[src/rtl/data_ram_ctrl.sv]
// Parametrised single-port data memory with power-on clear sweep, registered
// read data, a read-valid strobe and out-of-range address detection.
module data_ram_ctrl #(
    parameter int DATA_W         = 16,
    parameter int ADDR_W         = 9,
    parameter int DEPTH          = 32,
    parameter int CLEAR_ON_RESET = 1
) (
    input  logic              clk,
    input  logic              rst_n,
    input  logic              write_en,
    input  logic              read_en,
    input  logic [ADDR_W-1:0] addr,
    input  logic [DATA_W-1:0] Data_in,
    output logic [DATA_W-1:0] Data_out,
    output logic              ready,
    output logic              read_valid,
    output logic              addr_err
);

    localparam int IDX_W = (DEPTH > 1) ? $clog2(DEPTH) : 1;
    localparam logic [ADDR_W:0] DEPTH_L  = DEPTH[ADDR_W:0];
    localparam logic [IDX_W-1:0] LAST_IDX = IDX_W'(DEPTH - 1);

    typedef enum logic {
        CLEAR = 1'b0,
        IDLE  = 1'b1
    } state_t;

    localparam state_t RST_STATE = (CLEAR_ON_RESET != 0) ? CLEAR : IDLE;

    state_t           state, state_next;
    logic [IDX_W-1:0] clr_cnt;
    logic [IDX_W-1:0] idx;
    logic             addr_ok;
    logic             req;

    logic [DATA_W-1:0] mem [0:DEPTH-1];

    // Full-width unsigned compare so upper address bits never alias into the array.
    assign addr_ok = ({1'b0, addr} < DEPTH_L);
    assign idx     = addr[IDX_W-1:0];
    assign req     = write_en | read_en;
    assign ready   = (state == IDLE);

    always_comb begin
        state_next = state;
        if (state == CLEAR && clr_cnt == LAST_IDX) begin
            state_next = IDLE;
        end
    end

    always_ff @(posedge clk or negedge rst_n) begin
        if (!rst_n) begin
            state   <= RST_STATE;
            clr_cnt <= '0;
        end else begin
            state <= state_next;
            if (state == CLEAR) begin
                clr_cnt <= clr_cnt + 1'b1;
            end
        end
    end

    // Storage has no reset so it can map onto block RAM.
    always_ff @(posedge clk) begin
        if (state == CLEAR) begin
            mem[clr_cnt] <= '0;
        end else if (write_en && addr_ok) begin
            mem[idx] <= Data_in;
        end
    end

    always_ff @(posedge clk or negedge rst_n) begin
        if (!rst_n) begin
            Data_out   <= '0;
            read_valid <= 1'b0;
            addr_err   <= 1'b0;
        end else begin
            read_valid <= 1'b0;
            addr_err   <= 1'b0;
            if (state == IDLE && req) begin
                if (!addr_ok) begin
                    Data_out <= '0;
                    addr_err <= 1'b1;
                end else if (write_en) begin
                    Data_out   <= Data_in;
                    read_valid <= read_en;
                end else begin
                    Data_out   <= mem[idx];
                    read_valid <= 1'b1;
                end
            end
        end
    end

endmodule

[config.mk]
export PLATFORM = sky130hd
export DESIGN_NAME = data_ram_ctrl
export DESIGN_NICKNAME = d
export VERILOG_FILES = /design/src/rtl/data_ram_ctrl.sv
export SDC_FILE = /design/constraint.sdc
export NUM_CORES = 1
export LEC_CHECK = 0
export CORE_MARGIN = 2
export CORE_UTILIZATION = 60
export CTS_BUF_LIST = sky130_fd_sc_hd__clkbuf_2
export CTS_CLUSTER_DIAMETER = 60
export CTS_CLUSTER_SIZE = 28
export DETAILED_ROUTE_END_ITERATION = 8
export HOLD_SLACK_MARGIN = 0.06
export PLACE_DENSITY = 0.73
export SLEW_MARGIN = 40
export SYNTH_ARGS = -nofsm -noshare
export SYNTH_HDL_FRONTEND = slang
export SYNTH_SLANG_ARGS = --single-unit
[constraint.sdc]
create_clock -name clk -period 4.62 [get_ports clk]
set_input_delay 1.155 -clock clk [delete_from_list [all_inputs] [get_ports clk]]
set_output_delay 1.155 -clock clk [all_outputs]
set_load 0.01 [all_outputs]
# Word-level counts from Yosys, hierarchy flattened
# Memories as Yosys holds them, arrays and structs flattened.
# Cells that the tools add are included.
[classes] magnitude_cmp=1 n_mux=14 reduce_logical=4 addsub=1 n_bitwise=2 n_eq_ne=1
[ops] operator="$mux W16" n=3
[ops] operator="$reduce_or A16 Y1" n=1
[ops] operator="$mux W1" n=10
[ops] operator="$lt A9 B6 Y1 const B" n=1
[ops] operator="$add A5 B1 Y5 const B" n=1
[ops] operator="$eq A5 B5 Y1 const B" n=1
[ops] operator="$mux W5" n=1
[ops] operator="$logic_and A1 B1 Y1" n=3
[ops] operator="$not A1 Y1" n=1
[ops] operator="$or A1 B1 Y1" n=1
[totals] regBits=24 output_inout_bits=19 memories=1 elab_cells=29 mem_bits_rw=512 input_bits=29
[memory_table] name="mem" depth=32 word_bits=16 rd=1 rd_ports_with_merged_regs=0 write_ports=1 line_no="38" source="logic [DATA_W-1:0] mem [0:DEPTH-1];"

# Depth between registers and ports, before layout
[logic_depth] depth_word=7 ltp_mapped=9 mapped_depth_nobuf=5

# Worst setup path before layout
# OpenSTA, ideal clock, no wires.
[synth_timing] path_kind="input to register" startpoint="in addr[7]" endpoint="mem mem[0][0] (enable)" n_path_buf=1 setup_time_ns=0.409 cell_stages=5 required_ns=4.211 setup_slack_ns=0.744 arrival_time_ns=3.467 path_cell_list="nor4_2 > and3_1 > buf_4 > mux2_2 > nor3_1"
[synth_via] elab_chain_cells=7 elab_cells_between_ends=8 classes_between="order compare (1); mux (5); reduce/logical (2)"
[synth_lines] item="start: declaration" line_no="13" source="input logic [ADDR_W-1:0] addr,"
[synth_lines] item="$lt A9 B6 Y1 *" line_no="41" source="assign addr_ok = ({1'b0, addr} < DEPTH_L);"
[synth_lines] item="$logic_and A1 B1 Y1 *" line_no="69" source="end else if (write_en && addr_ok) begin"
[synth_lines] item="$mux W1 *" line_no="69"
[synth_lines] item="$mux W1 *" line_no="67" source="if (state == CLEAR) begin"
[synth_lines] item="$mux W1 (not written as such) *" line_no="70" source="mem[idx] <= Data_in;"
[synth_lines] item="$reduce_or A16 Y1 (no line)"
[synth_lines] item="$mux W5 (no line) or $mux W1 (tied branches)"
[synth_lines] item="end: declaration" line_no="38"
# Mark *: on every way between the ends. The rest lies on a longest branch, timed or not.

# Worst setup path in the final report
[layout_timing] startpoint="reg state (netlist: ready)" endpoint="out ready"
[layout_lines] item="start: declaration" line_no="32" source="state_t state, state_next;"
[layout_lines] item="start signal: assignment" line_no="58" source="state <= state_next;"
[layout_lines] item="end: declaration" line_no="16" source="output logic ready,"
# No word-level cell between the ends.

==> impl_metrics.csv <==
group,metric,value,unit
status,status,"complete, no violations",
route,vias_per_cell,6.65,
place,placed_area,22600,um^2
route,drt_first_pass_iters,7,
global_routing,grt_start_max_net_pins,57,
global_routing,gr-usage-met3,5.50,%
die,die_w,192,um
timing,rsz0062_at_grt,"false",
cts,numClockSinks,536,
timing,max_freq,286,MHz
final_layout,multi_input_area,4890,um^2
pwr,p_sw,1.79,mW
route,drtIter0Drc,1488,
yosys,synth_area_per_cell,19.2,um^2
die,coreArea,34600,um^2
global_routing,grt_pass1_vias,10725,
pwr,ir_drop,0.311,mV
final_layout,fillers,2320,
timing,finalHoldViolations,0,
yosys,seq_area_frac_synth,75.5,%
pwr,netSwitchingFraction,23.3,%
yosys,syn-num-nets,1133,
yosys,synth_edf_count,512,
yosys,ys_types,50,
place,finalWeightedCongestion,0.979,
die,die_area,36800,um^2
worst_setup_path,crit_path_start,"ready$_DFFE_PN0P_",
pwr,p_clk_share,26.6,%
global_routing,met1_usage,43.7,%
yosys,syn_inst,1102,
final_layout,nets,1236,
worst_setup_path,regToRegStartpoint,"ready$_DFFE_PN0P_",
yosys,syn-cell-area,21200,um^2
cts,clk_path_buf_depth,3,
yosys,yosysTopAreaCell,"edfxtp_1",
route,wl_per_cell,28.9,um
cts,cts_tree,"yes",
final_layout,layout-drive-gt1-share,21.2,%
cts,clock-root-buffer,"clkbuf_2",
cts,cts.htree.levels,2,
global_routing,grt_usage,27.3,%
cts,clk_pin_slew,0.41,ns
timing,setup_tns,0,ns
worst_setup_path,required,3.46,ns
timing,layout_setup_ws,1.12,ns
worst_setup_path,worstPathMaxFanout,15,
cts,cts_setup_buffers,0,
yosys,yosysTopAreaCellShare,72.6,%
place,hpwl,31400,um
yosys,synth_ff_type,"edfxtp_1",
worst_setup_path,critPathCaptureType,"output pin",
die,io_pins,48,
timing,finalCritPeriodShare,75.7,%
final_layout,final_cells,1687,
die,core.rowCount,68,
cts,cts_hold_buf,0,
yosys,ys_ff_latch,536,
pwr,p_leak,8.89,nW
min_path,hp-class,"input pin to async pin",
place,port_buffers,47,
yosys,synthTopCellsByArea,"edfxtp_1 (73%), mux4_2 (7.0%), mux2i_1 (5.6%)",
pwr,cellPowerDensity,332,nW/um^2
timing,finalWorstPathRequiredPeriod,3.50,ns
worst_setup_path,worst_path_max_delay_cell,"dfrtp_1",
worst_setup_path,cp_top_family,"flip-flops",
cts,cts_resized,0,
place,place_ws,0.499,ns
worst_setup_path,startpoint_type,"flop",
yosys,yosys_warnings,0,
timing,setup_viol,0,
final_layout,seq_area,16000,um^2
route,wl,48700,um
pwr,internal-power,5.89,mW
timing,clock_skew,0.0791,ns
global_routing,use_met2,38.1,%
worst_setup_path,path_cells,"clkdlybuf4s50_1",
pwr,pwr-share-comb,4.8,%
global_routing,antenna_found_initial,1,
worst_setup_path,slowest_delay,0.74,ns
flow_run,max_cap_viol_count,0,
global_routing,overflow,0,
die,initial_core_util,61.1,%
route,via_count,11211,
pwr,pwr-share-seq,68.6,%
cts,insertion_delay,0.96,ns
worst_setup_path,arrival,2.34,ns
timing,final_max_slew_viol_count,0,
final_layout,final_area,23100,um^2
route,remaining_drc_errors,0,
worst_setup_path,crit_buf_inv,1,
route,final_antenna_net_count,0,
yosys,async_flop_share,4.48,%
place,place_inst,1623,
final_layout,area_growth,9.28,%
cts,cts-buffers-inserted,34,
die,die_h,192,um
timing,timing.hold.ws,0.505,ns
timing,relSlewSlack,46.1,%
global_routing,grt-busiest-layer,"met1",
worst_setup_path,crit_type,"flop to output pin",
global_routing,grt_pass1_wl,71000,um
timing,tightest_slew,0.809,ns
-- placed cells by master (no fill, tap or decap), types with 4 or more instances in the layout --
cell type and n:
a21oi_1 19, a221o_1 21, a221oi_1 47, a22oi_1 14, a31oi_1 5, a32oi_1 4, and2_1 18, and3_1 7
buf_4 82, clkbuf_2 38, clkdlybuf4s50_1 44, dfrtp_1 24, edfxtp_1 512, inv_1 6, inv_6 6, mux2_2 11
mux2i_1 118, mux4_2 66, nand2_1 16, nand2b_1 7, nand3_1 12, nor2_1 31, nor2b_2 4, nor3_2 15
nor3_4 5, o21ai_0 21, o22ai_1 8, o32ai_1 5, or2_2 4
-- Yosys cell counts (all sizes together) (2+ instances only) --
cell type	instances
a21o	3
a21oi	20
a221o	21
a221oi	47
a22oi	14
a31oi	5
a32oi	4
and2	18
and3	7
buf	42
clkbuf	23
clkinv	2
dfrtp	24
edfxtp	512
ha	2
inv	6
mux2	11
mux2i	118
mux4	66
nand2	16
nand2b	7
nand3	12
nand4	3
nor2	32
nor2b	6
nor3	23
o21a	2
o21ai	23
o22ai	8
o31ai	3
o32ai	5
or2	4
or3	2
xnor2	3
-- final timing paths --
check                                            to  slack, ns  cells past startpoint
max in group asynchronous   Data_out[3]$_DFFE_PN0P_       3.78                      2
min in group clk           Data_out[11]$_DFFE_PN0P_       0.59                      1
max reg2reg                     mem[4][0]$_DFFE_PP_       1.80                      6
min                          clr_cnt[0]$_DFFE_PN0N_       0.51                      2
min reg2reg                Data_out[11]$_DFFE_PN0P_       0.59                      1
max                                           ready       1.12                      1
-- metrics by stage --
stage / util, % / power (mW)
after floorplan: - / 5.60
after global placement: 65.1 / 5.72
after detailed placement: 65.3 / 5.73
after CTS: 66.7 / 7.71
after global routing: 66.8 / 7.91
final: 66.8 / 7.67
-- cell type report --
| cell class | count | share of cell area (%) |
|---|---|---|
| clock buffer | 38 | 0.822 |
| sequential | 536 | 69.1 |
| timing repair buffer | 132 | 4.96 |
| antenna | 1 | 0.0108 |
| clock inverter | 24 | 1.41 |
| multi-input combinational | 493 | 21.2 |
| inverter | 8 | 0.130 |
| tap | 455 | 2.46 |
-- kinds of logic (layout without fill, tap and decap cells) --
logic type	Yosys count	in the layout	synth area share (%)
xor gates and xnor gates	3	3	0.124
muxes	195	195	13.2
buffers and inverters	73	202	2.19
adders and majority gates	2	2	0.118
and+or+nand+nor	133	133	3.20
AOI/OAI and AO/OA	160	160	5.72
other	0	1	0
DFF	536	536	75.5
-- metal layers --
| metal | wire length, um | vias up |
|---|---|---|
| li1 | - | 4743 |
| met1 | 20600 | 5694 |
| met5 | 0 | - |
| met4 | 1760 | 0 |
| met2 | 20800 | 668 |
| met3 | 5500 | 106 |
-- power by group through the flow --
stage	combinational [mW]	clock, mW	sequential (mW)
final	0.367	2.04	5.26
after global routing	0.387	2.25	5.27
after CTS	0.362	2.08	5.26
after detailed placement	0.361	0	5.36
after global placement	0.356	0	5.36
after floorplan	0.231	0	5.37
-- state kept, by name, indices dropped and copies added, names as in the netlist --
register    cells
ready           1
read_valid      1
clr_cnt         5
mem           512
Data_out       16
addr_err        1
No activity file was read; power rests on OpenSTA's default activity.
